--- config.mk ---
export PLATFORM = sky130hd
export DESIGN_NAME = multi_channel_level_array
export DESIGN_NICKNAME = d
export VERILOG_FILES = /design/src/rtl/multi_channel_level_array.sv
export SDC_FILE = /design/constraint.sdc
export NUM_CORES = 1
export LEC_CHECK = 0
export CORE_MARGIN = 2
export CORE_UTILIZATION = 44
export CTS_CLUSTER_SIZE = 40
export DETAILED_ROUTE_END_ITERATION = 6
export GPL_TIMING_DRIVEN = 0
export HOLD_SLACK_MARGIN = 0.03
export PLACE_DENSITY = 0.67
export SYNTH_ARGS = -nofsm -noshare
export SYNTH_HDL_FRONTEND = slang
export SYNTH_SLANG_ARGS = --single-unit
--- constraint.sdc ---
create_clock -name clk -period 7.91 [get_ports clk]
set_clock_uncertainty 0.15 [all_clocks]
set_input_delay 0.791 -clock clk [delete_from_list [all_inputs] [get_ports clk]]
set_output_delay 0.791 -clock clk [all_outputs]
set_load 0.01 [all_outputs]
--- src/rtl/multi_channel_level_array.sv ---
// Multi-channel level-position to LED-array stage: per-channel peak hold/decay,
// serial LSB-first pattern build, valid/ready handoff to the display driver.
module multi_channel_level_array #(
    parameter int width            = 32,
    parameter int channels         = 2,
    parameter int peak_hold_count  = 1000,
    parameter int peak_decay_count = 16,
    localparam int CW = (channels > 1) ? $clog2(channels) : 1,
    localparam int PW = $clog2(width),
    localparam int HW = (peak_hold_count > 0) ? $clog2(peak_hold_count + 1) : 1,
    localparam int DW = (peak_decay_count > 0) ? $clog2(peak_decay_count + 1) : 1
) (
    input  logic             reset,
    input  logic             clk,
    input  logic             i_valid,
    output logic             i_ready,
    input  logic [CW-1:0]    i_channel,
    input  logic [PW-1:0]    i_position,
    input  logic             i_mode,
    input  logic             i_peak_enable,
    output logic             o_valid,
    input  logic             o_ready,
    output logic [CW-1:0]    o_channel,
    output logic [width-1:0] o_array,
    output logic [PW-1:0]    o_peak_position
);

    typedef enum logic [1:0] {IDLE, BUILD, OUT, DROP} state_t;

    localparam logic [HW-1:0] HOLD_INIT  = HW'(peak_hold_count);
    localparam logic [DW-1:0] DECAY_INIT = DW'(peak_decay_count);
    localparam logic [PW-1:0] TOP_SEG    = PW'(width - 1);

    state_t state, next_state;

    logic [PW-1:0] peak_r  [channels];
    logic [HW-1:0] hold_r  [channels];
    logic [DW-1:0] decay_r [channels];

    logic [PW-1:0] cnt, pos_q;
    logic          mode_q, pen_q;

    logic          accept, chan_ok, seg_bit;
    logic [CW-1:0] ch_idx;
    logic [PW-1:0] p_clip, cur_peak, dec_peak, nxt_peak;
    logic [HW-1:0] cur_hold, nxt_hold;
    logic [DW-1:0] cur_decay, nxt_decay;

    assign accept  = i_valid && i_ready;
    assign chan_ok = int'(i_channel) < channels;
    assign ch_idx  = chan_ok ? i_channel : '0;

    // Peak tracking for the channel being offered; only committed on accept.
    always_comb begin
        p_clip    = (int'(i_position) > width - 1) ? TOP_SEG : i_position;
        cur_peak  = peak_r[ch_idx];
        cur_hold  = hold_r[ch_idx];
        cur_decay = decay_r[ch_idx];
        dec_peak  = cur_peak - PW'(1);
        nxt_peak  = cur_peak;
        nxt_hold  = cur_hold;
        nxt_decay = cur_decay;
        if (p_clip >= cur_peak) begin
            nxt_peak  = p_clip;
            nxt_hold  = HOLD_INIT;
            nxt_decay = DECAY_INIT;
        end else if (cur_hold != '0) begin
            nxt_hold = cur_hold - HW'(1);
        end else if (cur_decay != '0) begin
            nxt_decay = cur_decay - DW'(1);
        end else begin
            nxt_peak  = (dec_peak > p_clip) ? dec_peak : p_clip;
            nxt_decay = DECAY_INIT;
        end
    end

    always_ff @(posedge clk or posedge reset) begin
        if (reset) begin
            for (int c = 0; c < channels; c++) begin
                peak_r[c]  <= '0;
                hold_r[c]  <= '0;
                decay_r[c] <= '0;
            end
        end else begin
            for (int c = 0; c < channels; c++) begin
                if (accept && chan_ok && ch_idx == CW'(c)) begin
                    peak_r[c]  <= nxt_peak;
                    hold_r[c]  <= nxt_hold;
                    decay_r[c] <= nxt_decay;
                end
            end
        end
    end

    always_ff @(posedge clk or posedge reset) begin
        if (reset) state <= IDLE;
        else       state <= next_state;
    end

    always_comb begin
        next_state = state;
        case (state)
            IDLE:    if (accept) next_state = chan_ok ? BUILD : DROP;
            BUILD:   if (cnt == TOP_SEG) next_state = OUT;
            OUT:     if (o_ready) next_state = IDLE;
            default: next_state = IDLE;
        endcase
    end

    always_comb begin
        i_ready = (state == IDLE);
        o_valid = (state == OUT);
    end

    // o_peak_position doubles as the latched peak used while drawing.
    assign seg_bit = (mode_q ? (cnt == pos_q) : (cnt <= pos_q))
                   || (pen_q && cnt == o_peak_position);

    always_ff @(posedge clk or posedge reset) begin
        if (reset) begin
            cnt             <= '0;
            pos_q           <= '0;
            mode_q          <= 1'b0;
            pen_q           <= 1'b0;
            o_array         <= '0;
            o_channel       <= '0;
            o_peak_position <= '0;
        end else begin
            case (state)
                IDLE: if (accept && chan_ok) begin
                    cnt             <= '0;
                    pos_q           <= p_clip;
                    mode_q          <= i_mode;
                    pen_q           <= i_peak_enable;
                    o_channel       <= i_channel;
                    o_peak_position <= nxt_peak;
                end
                BUILD: begin
                    o_array <= {seg_bit, o_array[width-1:1]};
                    cnt     <= cnt + PW'(1);
                end
                default: ;
            endcase
        end
    end

endmodule
# [Word level (Yosys, flattened, before mapping)]
# Cells that the tools add are included.
[totals] register_bits=92 input_bits=12 out_inout_bits=40 wordCells=69
[op_classes] reduce_logical=12 n_lt_le_gt_ge=4 muxes=25 n_eq_ne=8 bitwise_logic=2 addsub=4
[ops] operator="$mux 5" count=14
[ops] operator="$mux 10" count=5
[ops] operator="$eq 5x5->1" count=2
[ops] operator="$pmux 5 s2" count=1
[ops] operator="$reduce_bool 10->1" count=1
[ops] operator="$sub 10x1->10 const B" count=1
[ops] operator="$sub 5x1->5 const B" count=2
[ops] operator="$mux 2" count=3
[ops] operator="$pmux 2 s3" count=1
[ops] operator="$add 5x1->5 const B" count=1
[ops] operator="$eq 5x5->1 const B" count=1
[ops] operator="$ge 5x5->1" count=1
[ops] operator="$gt 5x5->1" count=1
[ops] operator="$le 5x5->1" count=1
[ops] operator="$reduce_bool 5->1" count=1
[ops] operator="$logic_and 1x1->1" count=4
[ops] operator="$ne 2x1->1 const B" count=2
[ops] operator="$reduce_and 2->1" count=2
[ops] operator="$reduce_and 3->1" count=1
[ops] operator="$eq 2x1->1 const B" count=1
[ops] operator="$eq 2x2->1 const B" count=1
[ops] operator="$ge 2x2->1 const B" count=1
[ops] operator="$logic_not 2->1" count=1
[ops] operator="$ne 2x2->1 const B" count=1
[ops] operator="5 further kinds" count=5

# [Longest topological paths before layout]
[logic_depth] ltp_word=10 depth_mapped=14 ltp_nobuf=11

# [Worst setup path after synthesis]
# OpenSTA, ideal clock, no wires.
[synth_path] path_kind="input to register" startpoint="input i_channel" endpoint="register peak_r[5] (netlist name)" setup_ns=0.126 stages=14 n_path_buf=3 arrival_ns=3.778 slack_ns=3.856 required_time_ns=7.634 cell_sequence="buf_6 buf_6 buf_2 mux2i_1 ha_1 o21ai_0 xor2_1 ha_1 and4_1 nor2b_1 a21o_1 or4_1 o32ai_1 nor2_1"
[synth_via] elab_chain_len=10 word_cells_on_any_way=21 classes_between="add/sub: 1; order compare: 2; mux: 13; bitwise: 2; reduce/logical: 3"
[synth_lines] element="start, declared" line_no="17" source="input logic [CW-1:0] i_channel,"
[synth_lines] element="$not 1->2 (not written as such)" line_no="56, 57, 58"
[synth_lines] element="$mux 5 (not written as such) (3 in a row)" line_no="56" source="cur_peak = peak_r[ch_idx];"
[synth_lines] element="$sub 5x1->5" line_no="59" source="dec_peak = cur_peak - PW'(1);"
[synth_lines] element="$gt 5x5->1" line_no="72" source="nxt_peak = (dec_peak > p_clip) ? dec_peak : p_clip;"
[synth_lines] element="$mux 5" line_no="72"
[synth_lines] element="$mux 5" line_no="69" source="end else if (cur_decay != '0) begin"
[synth_lines] element="$mux 5" line_no="67" source="end else if (cur_hold != '0) begin"
[synth_lines] element="$mux 5" line_no="63" source="if (p_clip >= cur_peak) begin"
[synth_lines] element="end signal, assigned by index" line_no="87" source="peak_r[c] <= nxt_peak;"
[synth_lines] element="end, declared" line_no="36" source="logic [PW-1:0] peak_r [channels];"
# Parallel ways exist; a longest one is shown, timed or not. The select of a mux whose other input is x is not followed.
# A chain may end at the register's enable or synchronous reset.

# [Final worst setup path]
[layout_path] startpoint="input i_channel" endpoint="register peak_r[3] (netlist name)"
# The elaborated chain is that of the path after synthesis.

==> impl_results.md <==
* Top FF cell, synth: dfrtp_1
* Area grow syn2layout at 19.1%
* Placer congestion estimate at 0.880
* Io pins at 52
* I/O Buffers at 50
* Post-route ant nets at 0
* Comb pwr share at 0.457
* Post_cts resized at 0
* Post-synthesis register bit count at 92
* Status: complete, no violations
* CP max stage delay at 0.49 ns
* Share of post-route cells with drive strength above 1 at 0.0624
* Syn. warnings at 0
* DRT Wirelength at 12.1 mm
* Yosys cell types at 56
* Delay-heaviest family, CP: compound AO/OA/AOI/OAI gates
* Syn_nets at 590
* DRC viols at 0
* Avg Cell Area, Syn at 8.81 sq um
* Total number of vias at 4267
* Area of the core at 0.0109 sq mm
* Num CTS Buffers at 9
* Flop pwr share at 0.376
* Vias in the first global route at 4150
* Final instance area at 0.00586 sq mm
* Slew Limit Fails at 0
* Clock Latency Late Sink at 0.38 ns
* Slew at the pin with the worst max-slew slack at 0.845 ns
* Peak fanout along the critical path at 10
* First-pass GRT wire length at 20.4 mm
* FP Rows at 38
* Most frequent cells in the layout: 162 x nand2_1, 92 x dfrtp_1, 50 x clkdlybuf4s50_1
* Die Area at 0.0120 sq mm
* Placed Area at 0.00562 sq mm
* Global-route usage over all layers at 0.218
* Max_cap viols at 0
* H-tree lvl count at 3
* CTS Hold Bufs at 0
* Static Leak at 2.69 nW
* CP Launch Type: input pin
* Final #Nets at 652
* Die Wd at 110 um
* GRT overflow at 0
* Final core occ at 0.538
* Post-synth ARST share at 1.00
* RSZ-0062 raised after global routing: false
* Initial Util at 0.452
* Endpoints failing setup at 0
* Clock transition at the registers of the reported paths at 0.09 ns
* Worst path cell trace: buf_6, buf_6, buf_2, mux2i_1, ha_1, o21ai_0, xor2_1, ha_1, and4_1, nor2b_1, a21oi_1, nand3_1, o22ai_1, a21oi_1
* Critical path arrival at 4.38 ns
* Power per cell area at 382 mW/mm^2
* Crit path max-delay cell type: mux2i_1
* Maximum clock rate at 0.234 GHz
* Setup crit end kind: flip-flop
* Detailed Route Iter0 Violations at 342
* Post-Synthesis Cells at 558
* Worst path required time at 8.01 ns
* Die Y at 110 um
* Internal power at 1.30 mW
* Post-CTS Setup Bufs at 0
* Crit path buffers/inverters at 3
* Synth Cell Area at 0.00492 sq mm
* CTS Sinks at 92
* Final Hold Viols at 0
* Antenna violations before repair at 0
* HP Class: flip-flop to flip-flop
* Ant. Diodes at 0
* Most common cell after layout, fill and taps aside: nand2_1
* CTS Buffer Depth at 2
* WL/cell at 15.8 um
* VDD IR max at 171 uV
* Final Cycle Share at 0.541
* 1st-pass router iterations at 4
* Clock Power Share at 0.167
* Net Sw Frac at 0.416
* Worst slew margin at 0.429
* Final Critical Period at 4.28 ns
* Number of flops mapped to enable cells by yosys at 0
* Clk root buf: clkbuf_8
* Setup TNS Final at 0 ns
* DR vias/cell at 5.58
* CP Class: input pin to flip-flop
* Psw at 0.931 mW
* Sequential fraction of the synthesis area at 0.468
* Largest net degree at the start of global routing at 61
* CTS tree: yes
* Hpwl dp at 8.59 mm
-- final timing paths --
kind	from	endpoint	slack (ns)	depth (start not counted)
setup / recovery	i_channel	peak_r[3]	3.63	14
hold reg to reg	o_channel	o_channel	0.33	2
setup reg to reg	peak_r[0]	peak_r[3]	4.40	11
max in group asynchronous	reset	hold_r[12]	6.35	3
min in group asynchronous	reset	o_array[8]	0.62	2
hold / removal	o_channel	o_channel	0.33	2
-- cells by family after synthesis --
kind of cell	synth area share
buf+inv	0.0372
xor+xnor	0.0214
flops	0.468
mux	0.0471
fa+ha+maj	0.0509
compound gates	0.146
simple gates	0.230
-- synthesized netlist by cell type (5+ instances only) --
library cell | n | area, sq um
nor3_1 | 11 | 55.1
o21ai_1 | 12 | 60.1
nor2b_1 | 5 | 31.3
nor3b_1 | 5 | 37.5
ha_1 | 20 | 250
clkbuf_1 | 22 | 82.6
nand3_1 | 9 | 45.0
a21oi_1 | 26 | 130
nor2_1 | 25 | 93.8
nand2_1 | 162 | 608
mux2i_1 | 17 | 170
dfrtp_1 | 92 | 2300
xor2_1 | 8 | 70.1
o21ai_0 | 49 | 245
and3_1 | 5 | 31.3
inv_1 | 16 | 60.1
-- layout make-up --
| cell class | instances | area [sq um] |
|---|---|---|
| plain buffers | 27 | 119 |
| clock buffers | 11 | 151 |
| clock inverters | 5 | 83.8 |
| fillers | 1045 | 5030 |
| inverters | 17 | 66.3 |
| multi-input cells | 422 | 2430 |
| flip-flops and latches | 92 | 2300 |
| well taps | 140 | 175 |
| repair buffers | 51 | 528 |
-- routing by layer --
metal | wire, um | global-route usage | up-vias
met2 | 5670 | 0.361 | 143
li1 | - | - | 2032
met4 | 175 | 0.0741 | 0
met3 | 723 | 0.0356 | 13
met1 | 5520 | 0.291 | 2079
met5 | 0 | 0 | -
-- worst register-to-register path, stage by stage, from the launching register on --
cell and delay (ns):
dfrtp_1 0.39, mux2i_1 0.40, ha_1 0.33, o21ai_0 0.17, xor2_1 0.26, ha_1 0.29, and4_1 0.19, nor2b_1 0.17
a21oi_1 0.44, nand3_1 0.13, o22ai_1 0.34, a21oi_1 0.12
-- metrics by stage --
stage          hold WS [ns]  std cells  setup slack [ns]  total power, mW
4_1_cts               0.337        765              3.69             2.24
3_3_place_gp          0.311        748              3.22             1.82
5_1_grt               0.379        765              3.39             2.42
3_5_place_dp          0.314        749              3.29             1.87
2_1_floorplan         0.295        558              3.86             1.48
6_report              0.333        765              3.63             2.24
-- power groups by stage --
stage	clock network (mW)	registers, mW	logic [mW]
floorplan	0	0.845	0.633
global placement	0	0.839	0.981
detailed placement	0	0.851	1.02
CTS	0.380	0.841	1.02
global route	0.394	0.871	1.16
finish	0.373	0.842	1.02
-- sequential cells by signal (all words and copies together), names as in the netlist --
name             cells
pos_q                5
cnt                  5
hold_r              20
o_peak_position      5
decay_r             10
pen_q                1
o_channel            1
o_array             32
state                2
peak_r              10
mode_q               1
(Power assumes the default switching activity.)
